**config.mk**
```make
export PLATFORM = sky130hd
export DESIGN_NAME = display_arbiter_timed
export DESIGN_NICKNAME = d
export VERILOG_FILES = /design/src/rtl/display_arbiter_timed.sv
export SDC_FILE = /design/constraint.sdc
export NUM_CORES = 1
export LEC_CHECK = 0
export CAP_MARGIN = 15
export CORE_ASPECT_RATIO = 0.75
export CORE_MARGIN = 2
export CORE_UTILIZATION = 40
export CTS_BUF_LIST = sky130_fd_sc_hd__clkbuf_16
export DETAILED_ROUTE_END_ITERATION = 10
export GPL_ROUTABILITY_DRIVEN = 0
export GPL_TIMING_DRIVEN = 0
export RECOVER_POWER = 50
export SLEW_MARGIN = 40
export SYNTH_ARGS = -nofsm -noshare
export SYNTH_HDL_FRONTEND = slang
export SYNTH_SLANG_ARGS = --single-unit
```
**constraint.sdc**
```tcl
create_clock -name clk -period 6.6 [get_ports clk]
set_clock_uncertainty 0.2 [all_clocks]
set_input_delay 0.66 -clock clk [delete_from_list [all_inputs] [get_ports clk]]
set_output_delay 0.66 -clock clk [all_outputs]
set_load 0.03 [all_outputs]
```
**src/rtl/display_arbiter_timed.sv**
```systemverilog
// display_arbiter_timed: picks one of N_SRC BCD sources for an N_DIGITS
// seven-segment display. Source 0 is shown by default. A request pulse on a
// higher source shows that source for a timed hold. Also handles priority,
// blinking, leading-zero blanking and a dash for invalid digits.
module display_arbiter_timed #(
  parameter int N_DIGITS    = 3,
  parameter int N_SRC       = 3,
  parameter int PRESCALE    = 50000,
  parameter int HOLD_TICKS  = 2000,
  parameter int BLINK_TICKS = 250,
  localparam int SRC_W      = (N_SRC > 1) ? $clog2(N_SRC) : 1
) (
  input  logic                          clk,
  input  logic                          reset,
  input  logic [N_SRC*N_DIGITS*4-1:0]   src_bcd,
  input  logic [N_SRC-1:0]              src_req,
  input  logic [N_SRC-1:0]              src_blink,
  input  logic [N_SRC-1:0]              src_blank_lz,
  output logic [N_DIGITS*7-1:0]         digits,
  output logic [SRC_W-1:0]              active_src,
  output logic                          hold_active
);

  localparam int PRE_W   = $clog2(PRESCALE);
  localparam int HOLD_W  = $clog2(HOLD_TICKS + 1);
  localparam int BLINK_W = $clog2(BLINK_TICKS + 1);

  typedef enum logic {IDLE, HOLD} state_t;

  state_t               state, next_state;
  logic [PRE_W-1:0]     pre_cnt;
  logic                 tick;
  logic [HOLD_W-1:0]    hold_cnt, next_hold;
  logic [BLINK_W-1:0]   blink_cnt, next_blink_cnt;
  logic                 blink_phase, next_phase;
  logic                 win_valid;
  logic [SRC_W-1:0]     win_idx;
  logic [SRC_W-1:0]     next_src;
  logic [N_DIGITS*7-1:0] next_digits;
  logic [3:0]           nib;
  logic                 zero_run;

  // Segment pattern {g,f,e,d,c,b,a}, active low; values above 9 show a dash.
  function automatic logic [6:0] seg7(input logic [3:0] v);
    case (v)
      4'd0:    seg7 = 7'b1000000;
      4'd1:    seg7 = 7'b1111001;
      4'd2:    seg7 = 7'b0100100;
      4'd3:    seg7 = 7'b0110000;
      4'd4:    seg7 = 7'b0011001;
      4'd5:    seg7 = 7'b0010010;
      4'd6:    seg7 = 7'b0000010;
      4'd7:    seg7 = 7'b1111000;
      4'd8:    seg7 = 7'b0000000;
      4'd9:    seg7 = 7'b0010000;
      default: seg7 = 7'b0111111;
    endcase
  endfunction

  assign tick = (pre_cnt == PRE_W'(PRESCALE - 1));

  // Free-running prescaler that produces one tick every PRESCALE cycles.
  always_ff @(posedge clk or negedge reset) begin
    if (!reset) pre_cnt <= '0;
    else if (tick) pre_cnt <= '0;
    else pre_cnt <= pre_cnt + PRE_W'(1);
  end

  // Winner is the highest-indexed requesting override source (source 0 excluded).
  always_comb begin
    win_valid = 1'b0;
    win_idx   = '0;
    for (int s = 1; s < N_SRC; s++) begin
      if (src_req[s]) begin
        win_valid = 1'b1;
        win_idx   = SRC_W'(s);
      end
    end
  end

  // Next FSM state: accepted requests beat cancels and ticks; ticks count the hold down.
  always_comb begin
    next_state = state;
    next_src   = active_src;
    next_hold  = hold_cnt;
    case (state)
      IDLE: begin
        if (win_valid) begin
          next_state = HOLD;
          next_src   = win_idx;
          next_hold  = HOLD_W'(HOLD_TICKS);
        end
      end
      HOLD: begin
        if (win_valid && (win_idx >= active_src)) begin
          next_src  = win_idx;
          next_hold = HOLD_W'(HOLD_TICKS);
        end else if (src_req[0] && !win_valid) begin
          next_state = IDLE;
          next_src   = '0;
          next_hold  = '0;
        end else if (tick) begin
          if (hold_cnt <= HOLD_W'(1)) begin
            next_state = IDLE;
            next_src   = '0;
            next_hold  = '0;
          end else begin
            next_hold = hold_cnt - HOLD_W'(1);
          end
        end
      end
      default: begin
        next_state = IDLE;
        next_src   = '0;
        next_hold  = '0;
      end
    endcase
  end

  // Blink timing runs freely on ticks, independent of which source is shown.
  always_comb begin
    next_blink_cnt = blink_cnt;
    next_phase     = blink_phase;
    if (tick) begin
      if (blink_cnt == BLINK_W'(BLINK_TICKS - 1)) begin
        next_blink_cnt = '0;
        next_phase     = ~blink_phase;
      end else begin
        next_blink_cnt = blink_cnt + BLINK_W'(1);
      end
    end
  end

  // Render the source being selected this edge, scanning from the top digit down for blanking.
  always_comb begin
    next_digits = '1;
    nib         = '0;
    zero_run    = 1'b1;
    for (int d = N_DIGITS - 1; d >= 0; d--) begin
      nib = src_bcd[(int'(next_src) * N_DIGITS + d) * 4 +: 4];
      if (nib != 4'd0) zero_run = 1'b0;
      if ((d != 0) && zero_run && src_blank_lz[next_src])
        next_digits[d*7 +: 7] = 7'b1111111;
      else
        next_digits[d*7 +: 7] = seg7(nib);
    end
    if (src_blink[next_src] && next_phase) next_digits = '1;
  end

  // FSM and registered outputs share one edge so digits track the new source immediately.
  always_ff @(posedge clk or negedge reset) begin
    if (!reset) begin
      state       <= IDLE;
      active_src  <= '0;
      hold_active <= 1'b0;
      hold_cnt    <= '0;
      blink_cnt   <= '0;
      blink_phase <= 1'b0;
      digits      <= '1;
    end else begin
      state       <= next_state;
      active_src  <= next_src;
      hold_active <= (next_state == HOLD);
      hold_cnt    <= next_hold;
      blink_cnt   <= next_blink_cnt;
      blink_phase <= next_phase;
      digits      <= next_digits;
    end
  end

endmodule

```
# Word-level counts from Yosys, hierarchy flattened

Memory sizes are Yosys's and may differ from the RTL's.
Index checks and enable logic that the tools add are counted.

Bits in registers: 60
Memories: 3
Logic and storage cells: 72
Bits of input ports: 47
Memory bits (read-only): 336

Reductions and logical operators: 9
Add/sub/neg operators: 5
Order comparisons: 3
Shifts and indexed selects: 3
Multipliers: 1
Bitwise logic cells: 2
Mux-type cells: 35
Equal/unequal tests: 4

Memories:

| memory           | depth | width | rd ports | clocked after memory_dff | wr ports | line | source |
|---|---|---|---|---|---|---|---|
| (name not given) | 16    | 7     | 1        | 0                        | 0        | 45   | `case (v)` |
| (name not given) | 16    | 7     | 1        | 0                        | 0        | 45   |  |
| (name not given) | 16    | 7     | 1        | 0                        | 0        | 45   |  |

Operator list:

| cell                    | count |
|---|---|
| $shiftx A36 B32 Y4      | 2 |
| $mux W11                | 5 |
| $shiftx A36 B7 Y4       | 1 |
| $add A30 B2 Y30 const B | 1 |
| $add A30 B3 Y30 const B | 1 |
| $pmux W11 S2            | 1 |
| $mux W21                | 1 |
| $add A16 B1 Y16 const B | 1 |
| $eq A16 B16 Y1 const B  | 1 |
| $mux W16                | 1 |
| $mux W1                 | 14 |
| $mux W7                 | 2 |
| $mux W2                 | 6 |
| $le A11 B1 Y1 const B   | 1 |
| $sub A11 B1 Y11 const B | 1 |
| $add A8 B1 Y8 const B   | 1 |
| $eq A8 B8 Y1 const B    | 1 |
| $mux W8                 | 1 |
| $reduce_bool A4 Y1      | 2 |
| $logic_and A1 B1 Y1     | 5 |
| $bmux W1 S2             | 2 |
| $mul A2 B2 Y4 const B   | 1 |
| $ne A4 B1 Y1 const B    | 1 |
| $pmux W2 S2             | 1 |
| other kinds (7)         | 8 |

# Logic depth before layout (Yosys ltp)

Gate-level depths: netlist of the first run.

Depth after elaboration: 16
Depth in mapped cells: 20
Mapped depth without buffers: 17

# Least setup slack after synthesis of the first run

No wires, ideal clock.

Path kind: input to register
Start point: input src_req[2]
End point: register digits[10]
Library setup time: 60 ps
Slack: 1179 ps
Data arrival time: 5162 ps
Stages: 20
Required time: 6340 ps
Buffers on the path: 4
Cells stage by stage: buf_4 nand2b_1 ha_1 nand2b_1 a21boi_0 nor3_4 nor2_8 buf_6 ha_1 clkbuf_1 inv_1 clkbuf_1 mux4_2 a22o_1 a21oi_1 ha_1 nand2_1 o22a_1 o41a_2 or4b_1

Word-level cells in the longest chain between the ends: 15
Elaborated cells on any way between the ends: 28

RTL lines:

| element                                                                 | line | source |
|---|---|---|
| start: declaration                                                      | 16   | `input logic [N_SRC-1:0] src_req,` |
| parallel branches: the longest is 5 deep, another holds $ge A2 B2 Y1    | n/a  |  |
| $pmux W2 S2 *                                                           | 86   | `case (state)` |
| parallel branches: the longest is 8 deep, another holds $add A30 B2 Y30 | n/a  |  |
| $mux W21 *                                                              | 147  | `if (src_blink[next_src] && next_phase) next_digits = '1;` |
| via next_digits[10]                                                     | 39   | `logic [N_DIGITS*7-1:0] next_digits;` |
| end signal: assignment                                                  | 167  | `digits <= next_digits;` |
| end: declaration                                                        | 19   | `output logic [N_DIGITS*7-1:0] digits,` |

Mark *: on every way through the listed nets, which the timed path passes. The select of a mux whose other input is x is not followed.
A chain may end at the register's enable or synchronous reset.

# Final worst setup path of the first run

Start point: input src_req[2]
End point: register digits[7]

Same word-level chain as after synthesis.

==> qor.yml, run 1 <==
route:
  routed_wirelength_mm: 11.43
  via_count: 3804
  dr.first_iter.drc_count: 329
  vias_per_cell: 5.636
  drt_first_pass_iters: 5
  wl_per_cell_um: 16.94
  detail-route-antenna-nets: 0
  route.detailed.drc: 0
setup_path:
  cp_common_cell: "ha_1"
  r2r_slack_ns: 0.95
  cp_cell_sequence: "clkdlybuf4s50_1, buf_4, nand2b_1, ha_1, nand2b_1, a211oi_1, o221a_4, nor2_8, buf_6, ha_1, clkbuf_1, clkinvlp_4, buf_4, mux4_2, a22o_1, a21oi_1, ha_1, nand2_1, o22a_1, o41a_2, or4b_1"
  r2r_end: "digits[7]$_DFF_PN1_"
  criticalPathCategory: "input pin to flip-flop"
  critPathLaunchType: "input pin"
  end_kind: "flip-flop"
  worstRegToRegCells: 19
  path_buf_inv: 6
  crit_fanout: 12
  slowest_stage: "o41a_2"
  critPathMaxStageDelay_ns: 0.52
  crit_required_ns: 6.68
  arrival_ns: 6.24
  critPathTopFamily: "compound AO/OA/AOI/OAI gates"
  r2r-start: "pre_cnt[0]$_DFF_PN0_"
yosys:
  synth_edf_count: 0
  syn_area_sq_mm: 0.004234
  netlist_top_cells_count: "45 x nand2_1, 41 x nor2_1, 39 x dfrtp_1"
  async_reset_ff_share_pct: 100.0
  synth_cells: 449
  synth_ff_type: "dfrtp_1"
  post_synth.cell_area_avg_sq_um: 9.430
  ys_ff_latch: 60
  syn_nets: 520
  synth_warnings: 0
  ys_seq_area_share_pct: 36.08
  yosysTopAreaCell: "dfrtp_1"
  synthTopCellsByArea: "dfrtp_1 23%, dfstp_2 13%, ha_1 7.1%"
  yosysUniqueCellTypes: 74
  synth_top_area_share_pct: 23.05
  synth.most_common_cell: "nand2_1"
clock_tree:
  clock-sinks: 60
  htreeDepth: 3
  cts_tree: "built"
  cts.clk_slew.worst_paths_ns: 0.06
  clock_latency_ns: 0.34
  cts_buffers: 9
  clk_path_buf_depth: 2
  clockRootBuffer: "clkbuf_16"
floorplan:
  die_y_um: 93.10
  dieArea_sq_mm: 0.01143
  ios: 71
  rows: 32
  die_w_um: 122.8
  initial_core_util_pct: 41.15
  core_sq_mm: 0.01029
pwr:
  ir_drop_mv: 0.2364
  leakage_nw: 2.217
  p_per_area_mw_per_mm2: 399.2
finish:
  antennaDiodeCount: 0
  instances_no_fill: 675
  multiInputGateArea_sq_mm: 0.002551
  seq_area_sq_mm: 0.001528
  syn2layout_area_growth_pct: 27.93
  final_layout_size_suffix_gt1_share_pct: 14.84
  nets: 605
  fillers: 942
sta:
  drv_slew: 44
  hold_viol: 0
  fmax_mhz: 162.2
  worst_pin_slew_ns: 2.242
  min_period_over_period_pct: 93.44
  timing.slew.headroom_pct: -49.46
  whs_ns: 0.2754
  fin_ws_ns: 0.4331
  setup_tns_ns: 0
  finalSetupViolCount: 0
  rsz0062_at_grt: "false"
  min_period_ns: 6.167
placed_design:
  io_buffers: 69
  place_inst: 655
  post-place-ws_ns: -0.1387
  dpl.hpwl_mm: 8.699
min_path:
  hold_start: "pre_cnt[0]$_DFF_PN0_"
  hold-path-cell-count: 1
  hold_class: "flip-flop to flip-flop"
  hold_end: "pre_cnt[0]$_DFF_PN0_"
global_routing:
  antenna_found_initial: 0
  grt_pass1_vias: 3531
  grt-ovfl-total: 0
  grt_usage_pct: 20.91
  grt_max_degree: 44
  grt_pass1_wl_mm: 18.34
job:
  drv_cap: 1
status:
  violations: "capacitance limit, slew limit"
  status: "finished, violations left"
[worst max path at each step]
stage | end | cells past startpoint | from | slack, ns
after floorplan | digits[10]$_DFF_PN1_ | 20 | src_req[2] | 1.18
after global placement | digits[7]$_DFF_PN1_ | 21 | src_req[2] | -0.09
after detailed placement | digits[10]$_DFF_PN1_ | 21 | src_req[2] | -0.14
after CTS | digits[10]$_DFF_PN1_ | 21 | src_req[2] | 0.19
after global routing | digits[7]$_DFF_PN1_ | 21 | src_req[2] | 0.12
final | digits[7]$_DFF_PN1_ | 21 | src_req[2] | 0.43
[registers in the layout (all words and copies together), names as in the netlist]
name         flops
digits          21
pre_cnt         16
hold_cnt        11
blink_cnt        8
active_src       2
blink_phase      1
state            1
[layer usage]
layer / vias to the layer above / GRT usage (%) / part of all wire, %
li1: 1859 / - / -
met2: 102 / 29.47 / 43
met4: 0 / 3.161 / 0.65
met1: 1835 / 31.96 / 50
met3: 8 / 5.976 / 6.1
met5: - / 0 / 0
[where the power goes]
group / internal (mW) / leakage (nW) / switching [mW]
Sequential: 0.497 / 0.709 / 0.0365
Combinational: 0.475 / 1.37 / 0.676
Clock: 0.293 / 0.138 / 0.184
Total: 1.27 / 2.22 / 0.897
[cells by family (layout without fill, tap and decap cells)]
group,after synthesis,after routing,synth area share (%)
buffers and inverters,30,120,3.310
DFF,60,60,36.08
xor gates and xnor gates,14,14,2.896
and+or+nand+nor,174,174,22.69
AOI/OAI and AO/OA,130,130,21.19
muxes,17,17,6.738
adders and majority gates,24,24,7.092
[area by class of cell]
class	count	share of cell area [%]
Tap cell	136	3.142
Sequential cell	60	28.21
Clock inverter	7	1.386
Inverter	18	1.363
Timing Repair Buffer	75	13.44
Multi-Input combinational cell	359	47.10
Buffer	11	1.201
Clock buffer	9	4.158
[placed cells by master (no fill, tap or decap), types with 3 or more instances in the layout]
cell type / synthesis / routed
clkdlybuf4s50_1: 0 / 67
nand2_1: 45 / 45
nor2_1: 41 / 41
dfrtp_1: 39 / 39
o21ai_0: 32 / 32
a21oi_1: 24 / 24
ha_1: 24 / 24
dfstp_2: 21 / 21
inv_1: 15 / 14
nand3_1: 14 / 14
nand4_1: 11 / 12
and3_1: 10 / 10
nor3_1: 9 / 9
and2_1: 10 / 9
mux4_2: 9 / 9
clkbuf_16: 0 / 9
clkbuf_1: 6 / 8
o31ai_1: 8 / 8
o22a_1: 8 / 8
xor2_1: 8 / 8
o22ai_1: 7 / 7
buf_4: 2 / 6
mux2i_1: 6 / 6
xnor2_1: 6 / 6
a211oi_1: 5 / 5
a31oi_1: 5 / 5
nand2b_1: 4 / 4
clkinvlp_4: 0 / 4
and4_1: 4 / 4
o221ai_1: 4 / 4
a21o_1: 3 / 3
o21bai_1: 3 / 3
or3_1: 3 / 3
a22oi_1: 3 / 3
o21a_1: 3 / 3
[repair_timing]
action,4_1_cts,5_1_grt
endpoints found under the hold margin,9,0
setup endpoints to repair,0,12
gates resized for setup,0,1
buffers inserted,0,4
hold buffers,1,0
[through the flow]
step                      total power [mW]  util (%)  area (sq um)
after floorplan                      1.309         -          4234
after global placement               1.635     49.51          5095
after detailed placement             1.655     49.68          5112
after CTS                            2.144     52.70          5423
after global routing                 2.309     52.64          5416
final                                2.162     52.64          5416
(Power assumes the default switching activity.)
==> inputs of run 2 (changes only) <==
CORE_UTILIZATION = 25   (was 40)
==> qor.yml, run 2 (synthesized netlist as in run 1, its figures left out) <==
status:
  violations: "capacitance limit, slew limit"
  status: "finished, violations left"
sta:
  whs_ns: 0.2523  # -0.02310 ns
  fin_ws_ns: 0.5007  # +0.06760 ns
  drv_slew: 43  # -2.3%
  fmax_mhz: 164.0  # +1.1%
  min_period_over_period_pct: 92.41  # -1.0 points
  timing.slew.headroom_pct: -51.47  # -2.0 points
  worst_pin_slew_ns: 2.272  # +0.03011 ns
  hold_viol: 0  # unchanged
  finalSetupViolCount: 0  # unchanged
  rsz0062_at_grt: "false"
  min_period_ns: 6.099  # -0.06760 ns
finish:
  final_layout_size_suffix_gt1_share_pct: 13.67  # -1.2 points
  layout_common_cells: "67 x clkdlybuf4s50_1, 45 x nand2_1, 41 x nor2_1"
  nets: 600  # -0.83%
  final_core_util_pct: 32.82  # -20 points
  layout_commonest_cell: "clkdlybuf4s50_1"
  fin_area_sq_mm: 0.005489  # +1.3%
  syn2layout_area_growth_pct: 29.64
  fillers: 1722  # +83%
  instances_no_fill: 750  # +11%
  reg_top3: "digits x21, pre_cnt x16, hold_cnt x11"
  regMostFlops: "digits"
  largest_register_ffs: 21  # unchanged
setup_path:
  criticalPathCategory: "input pin to flip-flop"
  arrival_ns: 6.17  # -0.07 ns
  r2r_slack_ns: 0.92  # -0.03 ns
  crit_required_ns: 6.67  # about the same
  worstRegToRegCells: 18  # -1
  critPathLaunchType: "input pin"
  crit_fanout: 16  # +4
  r2r-start: "pre_cnt[0]$_DFF_PN0_"
  end_kind: "flip-flop"
  r2r_end: "digits[10]$_DFF_PN1_"
min_path:
  hold-path-cell-count: 1  # unchanged
  hold_start: "pre_cnt[0]$_DFF_PN0_"
  hold_end: "pre_cnt[0]$_DFF_PN0_"
  hold_class: "flip-flop to flip-flop"
clock_tree:
  clock-sinks: 60  # unchanged
  cts.clk_slew.worst_paths_ns: 0.05  # about the same
  htreeDepth: 3  # unchanged
  cts_buffers: 9  # unchanged
  clock_latency_ns: 0.33  # about the same
  clk_path_buf_depth: 2  # unchanged
  clockRootBuffer: "clkbuf_16"
  cts_tree: "built"
route:
  wl_per_cell_um: 16.15  # -4.6%
  vias_per_cell: 5.167  # -8.3%
  drt_first_pass_iters: 4  # -1
  detail-route-antenna-nets: 0  # unchanged
  dr.first_iter.drc_count: 253  # -23%
  routed_wirelength_mm: 12.11  # +6.0%
  via_count: 3875  # +1.9%
  route.detailed.drc: 0  # unchanged
global_routing:
  antenna_found_initial: 1  # +1
  grt-ovfl-total: 0  # unchanged
  grt_max_degree: 43  # -2.3%
  grt_pass1_vias: 3656  # +3.5%
  grt_pass1_wl_mm: 19.20  # +4.7%
  grt_usage_pct: 13.59  # -7.3 points
placed_design:
  dpl.hpwl_mm: 9.446  # +8.6%
  post-place-ws_ns: -0.008700  # +0.1300 ns
  dpl-instance-area_sq_mm: 0.005211  # +1.9%
  place_inst: 734  # +12%
  io_buffers: 69  # unchanged
floorplan:
  die_y_um: 116.7  # +25%
  rows: 41  # +28%
  die_w_um: 154.3  # +26%
  ios: 71  # unchanged
  core_sq_mm: 0.01672  # +63%
  initial_core_util_pct: 25.32  # -16 points
  dieArea_sq_mm: 0.01800  # +57%
job:
  drv_cap: 1  # unchanged
pwr:
  p_per_area_mw_per_mm2: 394.6  # -1.2%
  leakage_nw: 2.216  # about the same
  ir_drop_mv: 0.1711  # -28%
-- run 2: changes by cell type in the layout (fill, tap and decap cells not counted), sizes merged --
cell,previous run,this run
buf,9,5
bufinv,1,2
clkinv,2,4
clkinvlp,4,0
diode,0,1
dlygate4sd3,2,1
inv,18,19
-- run 2: routing by layer --
metal / GRT usage [%] / up-vias / wire (um)
li1: - / 1856 / -
met1: 19.78 / 1918 / 6038
met2: 19.85 / 90 / 5235
met3: 3.377 / 11 / 685
met4: 4.198 / 0 / 154
met5: 0 / - / 0
-- run 2: layout make-up --
type / count / area [sq um] / area share, %
multi-input combinational: 359 / 2551 / 46.48
sequential: 60 / 1528 / 27.83
timing repair buffer: 70 / 688.2 / 12.54
tap: 215 / 269.0 / 4.901
clock buffer: 9 / 225.2 / 4.103
clock inverter: 7 / 90.09 / 1.641
inverter: 18 / 70.07 / 1.276
buffer: 11 / 65.06 / 1.185
antenna: 1 / 2.502 / 0.04559
-- run 2: how the worst max path moves through the flow --
stage                                end  startpoint  cells past startpoint
floorplan           digits[10]$_DFF_PN1_  src_req[2]                     20
detailed placement   digits[7]$_DFF_PN1_  src_req[2]                     21
global placement     digits[7]$_DFF_PN1_  src_req[2]                     21
global route         digits[7]$_DFF_PN1_  src_req[2]                     20
CTS                 digits[10]$_DFF_PN1_  src_req[2]                     21
finish              digits[10]$_DFF_PN1_  src_req[2]                     20
-- run 2: per-stage QoR --
step | total power, mW | TNS [ns]
6_report | 2.166 | 0
5_1_grt | 2.304 | 0
4_1_cts | 2.174 | 0
3_5_place_dp | 1.653 | -0.01310
3_3_place_gp | 1.626 | 0
2_1_floorplan | 1.309 | 0
-- run 2: what timing repair did --
action                     CTS  global route
setup endpoints to repair    0             6
resized for setup            0             0
hold buffers                 0             0
buffers inserted             0             0
-- run 2: power breakdown --
group	internal [mW]	switching [mW]	total, mW
clock	0.329	0.178	0.507
combinational	0.457	0.666	1.12
sequential	0.498	0.0382	0.536
total	1.28	0.882	2.17
-- run 2: critical path: stages --
cell and delay, ns:
clkdlybuf4s50_1 0.43, buf_4 0.20, nand2b_1 0.15, ha_1 0.26, nand2b_1 0.20, a211oi_1 0.43
o221a_4 0.32, nor2_8 0.07, buf_6 0.17, ha_1 0.28, clkbuf_1 0.20, inv_1 0.49
mux4_2 0.41, a22o_1 0.29, a21oi_1 0.31, ha_1 0.26, nand2_1 0.10, o22a_1 0.21
o41a_2 0.52, or4b_1 0.20
